File: config.mk
export PLATFORM = sky130hd
export DESIGN_NAME = prog_clk_divider
export DESIGN_NICKNAME = d
export VERILOG_FILES = /design/src/rtl/prog_clk_divider.sv
export SDC_FILE = /design/constraint.sdc
export NUM_CORES = 1
export LEC_CHECK = 0
export BUFFER_PORTS_ARGS = -buffer_cell sky130_fd_sc_hd__buf_4
export CORE_ASPECT_RATIO = 0.8
export CORE_MARGIN = 4
export CORE_UTILIZATION = 58
export CTS_CLUSTER_SIZE = 10
export DETAILED_ROUTE_END_ITERATION = 8
export PLACE_DENSITY = 0.8
export SETUP_SLACK_MARGIN = 0.4
export SLEW_MARGIN = 20
export SYNTH_ARGS = -nofsm -noshare
export SYNTH_HDL_FRONTEND = slang
export SYNTH_SLANG_ARGS = --single-unit
File: constraint.sdc
create_clock -name clk -period 3.25 [get_ports clk]
set_input_delay 0.65 -clock clk [delete_from_list [all_inputs] [get_ports clk]]
set_output_delay 0.65 -clock clk [all_outputs]
set_load 0.02 [all_outputs]
File: src/rtl/prog_clk_divider.sv
// Runtime-programmable integer clock divider: near-50% clk_out level plus a
// one-cycle tick at each period start; divisor swaps only at period boundaries.
module prog_clk_divider #(
  parameter int WIDTH       = 8,
  parameter int DEFAULT_DIV = 2
) (
  input  logic             clk,
  input  logic             rst,
  input  logic             en,
  input  logic [WIDTH-1:0] div_in,
  input  logic             div_load,
  input  logic             sync,
  output logic             clk_out,
  output logic             tick,
  output logic [WIDTH-1:0] div_act,
  output logic             pending,
  output logic             load_err
);

  localparam logic [WIDTH-1:0] DEF_DIV = WIDTH'(DEFAULT_DIV);
  localparam logic [WIDTH-1:0] ONE     = WIDTH'(1);
  localparam logic [WIDTH:0]   ONE_X   = (WIDTH+1)'(1);

  logic [WIDTH-1:0] cnt, cnt_nxt;
  logic [WIDTH-1:0] div_pend, div_pend_nxt, div_act_nxt;
  logic [WIDTH:0]   half, cnt_inc;
  logic             wrap, load_ok, load_bad;
  logic             pend_nxt, clk_nxt, tick_nxt;

  always_comb begin
    load_ok  = div_load && (div_in != '0);
    load_bad = div_load && (div_in == '0);
    // div_act is never zero, so div_act-1 cannot underflow and cnt stays below it
    wrap     = en && (sync || (cnt == div_act - ONE));
    // one extra bit keeps ceil(N/2) and cnt+1 exact at N = 2^WIDTH-1
    half     = ({1'b0, div_act} + ONE_X) >> 1;
    cnt_inc  = {1'b0, cnt} + ONE_X;

    cnt_nxt      = cnt;
    clk_nxt      = clk_out;
    tick_nxt     = 1'b0;
    div_act_nxt  = div_act;
    div_pend_nxt = div_pend;
    pend_nxt     = pending;

    if (wrap) begin
      cnt_nxt  = '0;
      tick_nxt = 1'b1;
      clk_nxt  = 1'b1;
      pend_nxt = 1'b0;
      // a load landing on the boundary edge beats an older pending value
      if (load_ok)      div_act_nxt = div_in;
      else if (pending) div_act_nxt = div_pend;
    end else begin
      if (en) begin
        cnt_nxt = cnt_inc[WIDTH-1:0];
        clk_nxt = (cnt_inc < half);
      end
      if (load_ok) begin
        div_pend_nxt = div_in;
        pend_nxt     = 1'b1;
      end
    end
  end

  always_ff @(posedge clk or negedge rst) begin
    if (!rst) begin
      cnt      <= DEF_DIV - ONE;
      div_act  <= DEF_DIV;
      div_pend <= '0;
      pending  <= 1'b0;
      clk_out  <= 1'b0;
      tick     <= 1'b0;
      load_err <= 1'b0;
    end else begin
      cnt      <= cnt_nxt;
      div_act  <= div_act_nxt;
      div_pend <= div_pend_nxt;
      pending  <= pend_nxt;
      clk_out  <= clk_nxt;
      tick     <= tick_nxt;
      load_err <= load_bad;
    end
  end

endmodule

==> impl_results.md, run 1 <==
- Status: completed
- Final Max Tran Viols: 0
- Gr usage total: 0.218
- WP data arrival: between 2 and 3 ns
- Area grow syn2layout: 8.13%
- Via/cell ratio: about 6.2
- Psw: about 0.4 mW
- Syn nets: about 250
- Max Fclk: 0.407 GHz
- Max rail drop VDD: roughly 0.00037 V
- H-tree depth: 1
- Maximum number of pins on one net before global-route repair: 29
- Clk sink count: 28
- # setup viols final: 0
- Worst Reg-to-Reg Cells: 7
- RSZ-0062 raised after global routing: no
- Postcts setup bufs: 0
- RR Startpoint: div_act[1]
- DRT antenna net count: 0
- FF/Latch Area: approximately 700 µm²
- First-pass GRT wire length: approximately 7.5 mm
- Lkg Pwr: approximately 1 nW
- Power per cell area: around 460 mW/mm²
- Post-CTS resize count: 0
- TNS Setup: 0 ns
- Post-DR wirelength/cell: about 17 µm
- Clock Skews: around 0.0065 ns
- Hold WC Path Type: primary input to asynchronous set/reset pin
- Sequential Power Share: 0.464
- Top FF cell, synth: dfrtp_1
- Fillers: 290
- Fin nets: 260
- Clock power frac: 0.188
- I/O Buffers: 24
- Post-Route WL: roughly 4.7 mm
- Reg-to-reg setup timing slack: 0.80 ns
- Critical Path Source Type: flip-flop
- Grt ovf: 0
- Max-slew headroom: 0.578
- Fin worst setup slack: 0.796 ns
- Hold Vio Cnt, Final: 0
- CP required: 3.38 ns
- Clock buffer depth: 2
- Pre-CTS WS: 0.825 ns
- Initial antenna violation count: 0
- Die H: a little over 60 µm
- Die area: 0.00461 mm²
- Post-synthesis sequential area ratio: 0.339
- Peak fanout along the critical path: 18
- Start-to-end type of the worst setup path: flip-flop to flip-flop
- Gate Count Post-Synth: approximately 230
- Sw Share: 0.378
- Fin crit share: 0.755
- #FFs+latches synth: 28
- Post-synth EDFFs: 0
- Worst-Margin Slew: between 0.6 and 0.7 ns
- # DRC: 0
- Initial core utilization: 0.603
- Reg2reg end: div_act[4]
- Pre-Repair DR Iteration Count: 4
- Num CTS Buffers: 3
- Vias: around 1.7k
- Latest clock arrival within the worst-skew pair: 0.27 ns
- Post-synthesis cell area: between 0.002 and 0.0025 mm²
- TritonCTS clock tree: done
- Starting DRT DRC Count: approximately 170
- Commonest non-fill, non-tap cell in the layout: dfrtp_1
- Row count: 19
- Fraction of layout cells with a size suffix above 1: 0.165
- GP Congestion: ~0.85
- Hold bufs inserted after CTS: 0
- Multi-input logic area: approximately 0.0012 mm²
- Tmin final: about 2.5 ns
- Reg clk slew, reported paths: about 0.090 ns
- # IOs: 25
- Antenna Cells: 0
- Die width: roughly 75 µm
- Async S/R FF share, synth: 1.00
- Synthesized area per cell: just over 9 µm²
- Crit. End Element: flip-flop
- Internal power: roughly 0.64 mW
- Logic pwr share: 0.349
- Max cap viols: 0
- Yosys warns: 0
- Core box area: around 0.0034 mm²
- Root cell of the clock tree: clkbuf_8
- Worst hold margin: approximately 0.27 ns
- Most frequent cells in the layout: dfrtp_1 (26), buf_4 (24), inv_1 (19)
- DPL Wire Length: around 3.5 mm
- Via count of the first global-routing pass: 1,462
- Post-synthesis cell type count: 46
through the flow:
stage | std cells | total power [mW] | utilization | instance area [µm²]
floorplan | 226 | 0.741 | - | 2080
global placement | 274 | 0.836 | 0.638 | 2200
detailed placement | 274 | 0.844 | 0.638 | 2200
CTS | 278 | 1.04 | 0.652 | 2250
global route | 278 | 1.10 | 0.652 | 2250
finish | 278 | 1.03 | 0.652 | 2250
layer usage:
metal | up-vias | global-route usage | wire, µm
met1 | 828 | 0.347 | 2420
met4 | 0 | 0.0381 | 19
met3 | 2 | 0.0571 | 334
li1 | 846 | - | -
met2 | 57 | 0.292 | 1910
met5 | - | 0 | 0
worst max-delay path by stage:
| stage | end | from |
|---|---|---|
| floorplan | clk_out | cnt[2] |
| detailed placement | div_act[4] | div_act[1] |
| global route | div_act[2] | div_act[1] |
| global placement | clk_out | cnt[2] |
| CTS | div_act[4] | div_act[1] |
| finish | div_act[4] | div_act[1] |
worst max-delay path, stage by stage, from the launching register on:
cell and delay [ns]:
dfstp_2 0.61, inv_1 0.08, ha_1 0.30, xnor2_1 0.13
nor2_1 0.14, o2111a_2 0.28, a31o_1 0.57, a22oi_1 0.19
cell type report:
class | count | area share
sequential | 28 | 0.313
timing repair buffer | 24 | 0.0802
clock buffer | 4 | 0.0201
inverter | 19 | 0.0318
tap | 42 | 0.0234
multi-input combinational | 161 | 0.531
power groups by stage:
stage	logic, mW	clock network [mW]	registers [mW]
floorplan	0.280	0	0.461
CTS	0.361	0.202	0.477
detailed placement	0.360	0	0.484
global placement	0.354	0	0.482
global route	0.398	0.214	0.487
finish	0.360	0.194	0.479
kinds of logic (layout without fill, tap and decap cells):
kind of cell               count (synthesis)  after routing  share of synthesized area
AOI/OAI and AO/OA                         65             65                      0.256
xor gates and xnor gates                  23             23                     0.0970
adders and majority gates                 10             10                     0.0602
buffers and inverters                     37             47                     0.0867
DFF                                       28             28                      0.339
and+or+nand+nor                           63             63                      0.161
registers in the layout, summed over array words and instances (netlist names):
| name | cells |
|---|---|
| clk_out | 1 |
| pending | 1 |
| div_pend | 8 |
| tick | 1 |
| cnt | 8 |
| div_act | 8 |
| load_err | 1 |
synth_stat cells (2+ instances only):
library cell,count,area (µm²)
xnor2_1,9,78.8
o21ai_0,4,20.0
nand4_1,3,18.8
a22oi_1,8,60.1
buf_2,4,20.0
o22ai_1,10,62.6
clkbuf_2,2,10.0
clkbuf_1,7,26.3
o32ai_1,2,17.5
and3_1,6,37.5
nand3_1,6,30.0
o21a_1,2,15.0
o211a_1,2,20.0
nor2_1,14,52.6
o41ai_1,8,70.1
dfstp_2,2,52.6
a21oi_1,5,25.0
buf_6,3,33.8
nor3_1,4,20.0
a211oi_1,4,30.0
or4_1,2,15.0
nand2_1,16,60.1
a21o_1,2,15.0
nand2b_1,6,37.5
and3_2,2,15.0
a221oi_1,8,70.1
xor2_1,14,123
ha_1,10,125
dfrtp_1,26,651
inv_1,19,71.3
(Power assumes the default switching activity.)
==> run 2, diff against run 1 <==
- CORE_UTILIZATION: 58 -> 53
- PLACE_DENSITY: 0.8 -> 0.77
- clock period: 3.25 -> 2 ns (I/O delays scaled with it)
==> impl_results.md, run 2 (same netlist as run 1, synthesis figures left out) <==
- Post-DR wirelength/cell: 16.8 µm (about the same)
- First-pass GRT wire length: 9.86 mm (was 7.49 mm)
- Initial antenna violation count: 0 (unchanged)
- Worst hold margin: 0.0181 ns (was 0.273 ns)
- Num CTS Buffers: 3 (unchanged)
- WP data arrival: 2.36 ns (was 2.58 ns)
- Row count: 20 (was 19)
- Finished Cell Area: 0.00290 mm² (was 0.00225 mm²)
- Worst-Margin Slew: 0.489 ns (was 0.633 ns)
- Family with the most delay on the worst path: simple AND/OR/NAND/NOR gates (was compound AO/OA/AOI/OAI gates)
- Hold bufs inserted after CTS: 0 (unchanged)
- Clock Skews: 0.00302 ns (was 0.00650 ns)
- Die width: 78.0 µm (was 74.9 µm)
- Max rail drop VDD: 0.000609 V (was 0.000373 V)
- Fraction of layout cells with a size suffix above 1: 0.434 (was 0.165)
- Root cell of the clock tree: clkbuf_8 (unchanged)
- Die H: 64.0 µm (was 61.5 µm)
- Antenna Cells: 0 (unchanged)
- Max-slew headroom: 0.674 (was 0.578)
- Via/cell ratio: 5.88 (was 6.23)
- Peak fanout along the critical path: 2 (was 18)
- Final Max Tran Viols: 0 (unchanged)
- Post-Route WL: 5.74 mm (was 4.68 mm)
- Worst stage delay on the critical path: 0.40 ns (was 0.61 ns)
- Max cap viols: 0 (unchanged)
- Gr usage total: 0.248 (was 0.218)
- Vias: 2,004 (was 1,733)
- Commonest non-fill, non-tap cell in the layout: buf_4 (was dfrtp_1)
- Most common cell type on the critical path: and3_4
- Pre-Repair DR Iteration Count: 5 (was 4)
- # setup viols final: 6 (was 0)
- Hold Vio Cnt, Final: 0 (unchanged)
- Reg2reg end: clk_out (was div_act[4])
- Fin nets: 310 (was 260)
- Start-to-end type of the worst setup path: flip-flop to flip-flop (unchanged)
- Reg-to-reg setup timing slack: -0.19 ns (was 0.80 ns)
- Fin crit share: 1.10 (was 0.755)
- CP bufs+invs: 1 (unchanged)
- Via count of the first global-routing pass: 2,011 (was 1,462)
- Slowest cell on the critical path: dfrtp_1 (was dfstp_2)
- Lkg Pwr: 1.30 nW (was 1.03 nW)
- Worst Reg-to-Reg Cells: 11 (was 7)
- GP Congestion: 0.908 (was 0.846)
- Clk sink count: 28 (unchanged)
- Tmin final: 2.19 ns (was 2.45 ns)
- Cell Area, Placed: 0.00264 mm² (was 0.00220 mm²)
- # IOs: 25 (unchanged)
- Starting DRT DRC Count: 158 (was 166)
- Largest registers: cnt x8, div_act x8, div_pend x8 (unchanged)
- Max Fclk: 0.456 GHz (was 0.407 GHz)
- Crit-path cells: and3_4 -> and3_4 -> and3_4 -> xnor2_4 -> inv_2 -> ha_4 -> and3_1 -> o221ai_1 -> a21oi_1 -> a211oi_1 -> a211o_1 (was inv_1 -> ha_1 -> xnor2_1 -> nor2_1 -> o2111a_2 -> a31o_1 -> a22oi_1)
- H-tree depth: 1 (unchanged)
- Hold WC Path Type: primary input to asynchronous set/reset pin (unchanged)
- Maximum number of pins on one net before global-route repair: 29 (unchanged)
- TritonCTS clock tree: done (unchanged)
- Status: finished, violations left (was completed)
- CP required: 2.17 ns (was 3.38 ns)
- Area grow syn2layout: 39.5% (was 8.13%)
- RR Startpoint: cnt[4] (was div_act[1])
- Grt ovf: 0 (unchanged)
- RSZ-0062 raised after global routing: yes (was no)
- DRT antenna net count: 0 (unchanged)
- Clock buffer depth: 2 (unchanged)
- DPL Wire Length: 4.03 mm (was 3.55 mm)
- Most frequent cells in the layout: buf_4 (63), dfrtp_1 (24), nand2_1 (16), inv_1 (16), xor2_1 (14) (was dfrtp_1 (26), buf_4 (24), inv_1 (19))
- Reg clk slew, reported paths: 0.10 ns (was 0.09 ns)
- Initial core utilization: 0.550 (was 0.603)
- Critical Path Source Type: flip-flop (unchanged)
- Die area: 0.00499 mm² (was 0.00461 mm²)
- Latest clock arrival within the worst-skew pair: 0.27 ns (about the same)
- Crit. End Element: flip-flop (unchanged)
- I/O Buffers: 24 (unchanged)
- Power per cell area: 691 mW/mm² (was 460 mW/mm²)
- Core box area: 0.00378 mm² (was 0.00345 mm²)
- Failing checks: setup timing
- Fin worst setup slack: -0.194 ns (was 0.796 ns)
- # DRC: 0 (unchanged)
==> run 2: changes by cell type in the layout (fill, tap and decap cells not counted), moves of 4 or more <==
cell	change
a22oi_2	+4
a22oi_1	-4
and3_1	-4
buf_6	+10
buf_4	+39
ha_1	-4
and3_4	+7
==> run 2: final cells by class <==
type,instances,area (µm²)
multi-input cells,162,1420
fillers,254,882
flip-flops and latches,28,706
repair buffers,73,586
inverters,19,71.3
well taps,55,68.8
clock buffers,4,45.0
==> run 2: through the flow <==
stage               setup slack (ns)  utilization  cells  power [mW]  setup TNS (ns)
floorplan                     -0.207            -    226        1.25          -0.491
global placement              -0.126        0.699    329        1.53          -0.196
detailed placement            -0.225        0.699    329        1.56          -0.559
CTS                           -0.191        0.759    340        1.98          -0.191
global route                  -0.324        0.767    341        2.12           -2.04
finish                        -0.194        0.767    341        2.00          -0.245
==> run 2: layer usage <==
metal / vias to the layer above / share of wire / GRT usage
met1: 947 / 0.47 / 0.358
li1: 951 / - / -
met5: - / 0 / 0
met4: 0 / 0.019 / 0.0611
met3: 14 / 0.068 / 0.0493
met2: 92 / 0.45 / 0.384
==> run 2: worst max-delay path by stage <==
stage	startpoint	to	slack, ns	depth (start not counted)
after global placement	div_act[1]	clk_out	-0.13	10
after global routing	cnt[4]	clk_out	-0.32	11
after CTS	cnt[4]	clk_out	-0.19	11
final	cnt[4]	clk_out	-0.19	11
after floorplan	cnt[2]	clk_out	-0.21	12
after detailed placement	cnt[4]	clk_out	-0.22	11
==> run 2: where the power goes <==
group | switching [mW] | internal, mW | leakage [nW]
Clock | 0.177 | 0.143 | 0.0228
Combinational | 0.478 | 0.467 | 0.936
Sequential | 0.0987 | 0.640 | 0.341
Total | 0.753 | 1.25 | 1.30
==> run 2: what timing repair did <==
| action | CTS | global route |
|---|---|---|
| gates resized for setup | 28 | 4 |
| gates cloned | 2 | 0 |
| endpoints found under the setup margin | 28 | 29 |
| buffers inserted | 5 | 1 |
| pin swaps | 15 | 1 |
==> run 3, diff against run 2 <==
- RECOVER_POWER: not set -> 25
==> impl_results.md, run 3 (same netlist as run 1, synthesis figures left out) <==
- Latest clock arrival within the worst-skew pair: 0.27 ns (about the same)
- Lkg Pwr: 1.30 nW (about the same)
- # IOs: 25 (unchanged)
- DPL Wire Length: 4.03 mm (unchanged)
- Start-to-end type of the worst setup path: flip-flop to flip-flop (unchanged)
- Initial antenna violation count: 0 (unchanged)
- TNS Setup: -0.244 ns (was -0.245 ns)
- Reg clk slew, reported paths: 0.10 ns (about the same)
- Area grow syn2layout: 39.3% (was 39.5%)
- Fin nets: 310 (unchanged)
- Peak fanout along the critical path: 2 (unchanged)
- Reg-to-reg setup timing slack: -0.19 ns (about the same)
- Cell Area, Placed: 0.00264 mm² (unchanged)
- Final Max Tran Viols: 29 (was 0)
- Vias: 2,004 (unchanged)
- Most frequent cells in the layout: buf_4 (62), dfrtp_1 (24), nand2_1 (16), inv_1 (16), xor2_1 (14) (was buf_4 (63), dfrtp_1 (24), nand2_1 (16), inv_1 (16), xor2_1 (14))
- First-pass GRT wire length: 9.86 mm (unchanged)
- # setup viols final: 6 (unchanged)
- Post-Layout Cell Count: 341 (unchanged)
- Via/cell ratio: 5.88 (unchanged)
- Die area: 0.00499 mm² (unchanged)
- Max rail drop VDD: 0.000609 V (about the same)
- Initial core utilization: 0.550 (unchanged)
- Hold Vio Cnt, Final: 0 (unchanged)
- Max Fclk: 0.456 GHz (about the same)
- Clk sink count: 28 (unchanged)
- Worst Reg-to-Reg Cells: 11 (unchanged)
- Fraction of layout cells with a size suffix above 1: 0.430 (was 0.434)
- Grt ovf: 0 (unchanged)
- Clock Skews: 0.00308 ns (was 0.00302 ns)
- Die width: 78.0 µm (unchanged)
- Placed cell count: 329 (unchanged)
- DRT antenna net count: 0 (unchanged)
- Antenna Cells: 0 (unchanged)
- RSZ-0062 raised after global routing: yes (unchanged)
- Max-slew headroom: -0.0133 (was 0.674)
- Power per cell area: 692 mW/mm² (was 691 mW/mm²)
- Fin worst setup slack: -0.194 ns (about the same)
- Largest registers: cnt x8, div_act x8, div_pend x8 (unchanged)
- Total power: 2.00 mW (about the same)
- Finished Core Util: 0.766 (was 0.767)
- Pre-Repair DR Iteration Count: 5 (unchanged)
- H-tree depth: 1 (unchanged)
- Maximum number of pins on one net before global-route repair: 29 (unchanged)
- Root cell of the clock tree: clkbuf_8 (unchanged)
- # DRC: 0 (unchanged)
- CP required: 2.17 ns (about the same)
- Max cap viols: 1 (was 0)
- Core box area: 0.00378 mm² (unchanged)
- Fin crit share: 1.10 (about the same)
- GP Congestion: 0.908 (unchanged)
- Commonest non-fill, non-tap cell in the layout: buf_4 (unchanged)
- Worst hold margin: 0.335 ns (was 0.0181 ns)
- Crit. End Element: flip-flop (unchanged)
- Hold bufs inserted after CTS: 0 (unchanged)
- Status: finished, violations left (unchanged)
- Hold WC Path Type: primary input to flip-flop (was primary input to asynchronous set/reset pin)
- Num CTS Buffers: 3 (unchanged)
- Failing checks: capacitance limit, slew limit, setup timing (was setup timing)
- Finished Cell Area: 0.00289 mm² (was 0.00290 mm²)
- WP data arrival: 2.36 ns (about the same)
- Tmin final: 2.19 ns (about the same)
- I/O Buffers: 24 (unchanged)
- Clock buffer depth: 2 (unchanged)
- Via count of the first global-routing pass: 2,011 (unchanged)
- Die H: 64.0 µm (unchanged)
- TritonCTS clock tree: done (unchanged)
- Post-DR wirelength/cell: 16.8 µm (about the same)
- Post-Route WL: 5.74 mm (about the same)
- Critical Path Source Type: flip-flop (unchanged)
- Gr usage total: 0.248 (unchanged)
- Pre-CTS WS: -0.225 ns (unchanged)
- Worst-Margin Slew: 1.52 ns (was 0.489 ns)
- Hold Path Stages: 2
- Starting DRT DRC Count: 158 (unchanged)
- Row count: 20 (unchanged)
run 3: cell type report:
cell class                      count  area, µm²
Sequential cell                    28        706
Multi-Input combinational cell    162       1420
Fill cell                         253        886
Inverter                           19       71.3
Clock buffer                        4       45.0
Tap cell                           55       68.8
Timing Repair Buffer               73        582
run 3: what timing repair did:
action                                  CTS  global route
gates cloned                              2             0
pin swaps                                15             1
endpoints found under the setup margin   28            29
buffers inserted                          5             1
gates resized for setup                  28             4
run 3: metal layers:
metal,vias up,track usage,wire length (µm)
met5,-,0,0
met4,0,0.0611,108
met3,14,0.0493,395
met2,92,0.384,2560
met1,947,0.358,2670
li1,951,-,-
run 3: report_power, final:
| part | internal [mW] | switching (mW) | total, mW |
|---|---|---|---|
| combinational | 0.466 | 0.478 | 0.944 |
| clock | 0.143 | 0.177 | 0.320 |
| sequential | 0.640 | 0.0987 | 0.738 |
| total | 1.25 | 0.753 | 2.00 |
run 3: worst paths after layout:
kind,from,endpoint
worst max-delay path,cnt[4],clk_out
worst min-delay path,sync,cnt[1]
worst max register to register,cnt[4],clk_out
worst min register to register,div_pend[1],div_pend[1]
max in group asynchronous,rst,div_act[2]
min in group asynchronous,rst,clk_out
run 3: critical path, cell delays in order, from the launching register on:
cell and delay [ns]:
dfrtp_1 0.40, and3_4 0.19, and3_4 0.17, and3_4 0.19
xnor2_4 0.14, inv_2 0.07, ha_4 0.26, and3_1 0.14
o221ai_1 0.09, a21oi_1 0.15, a211oi_1 0.06, a211o_1 0.23
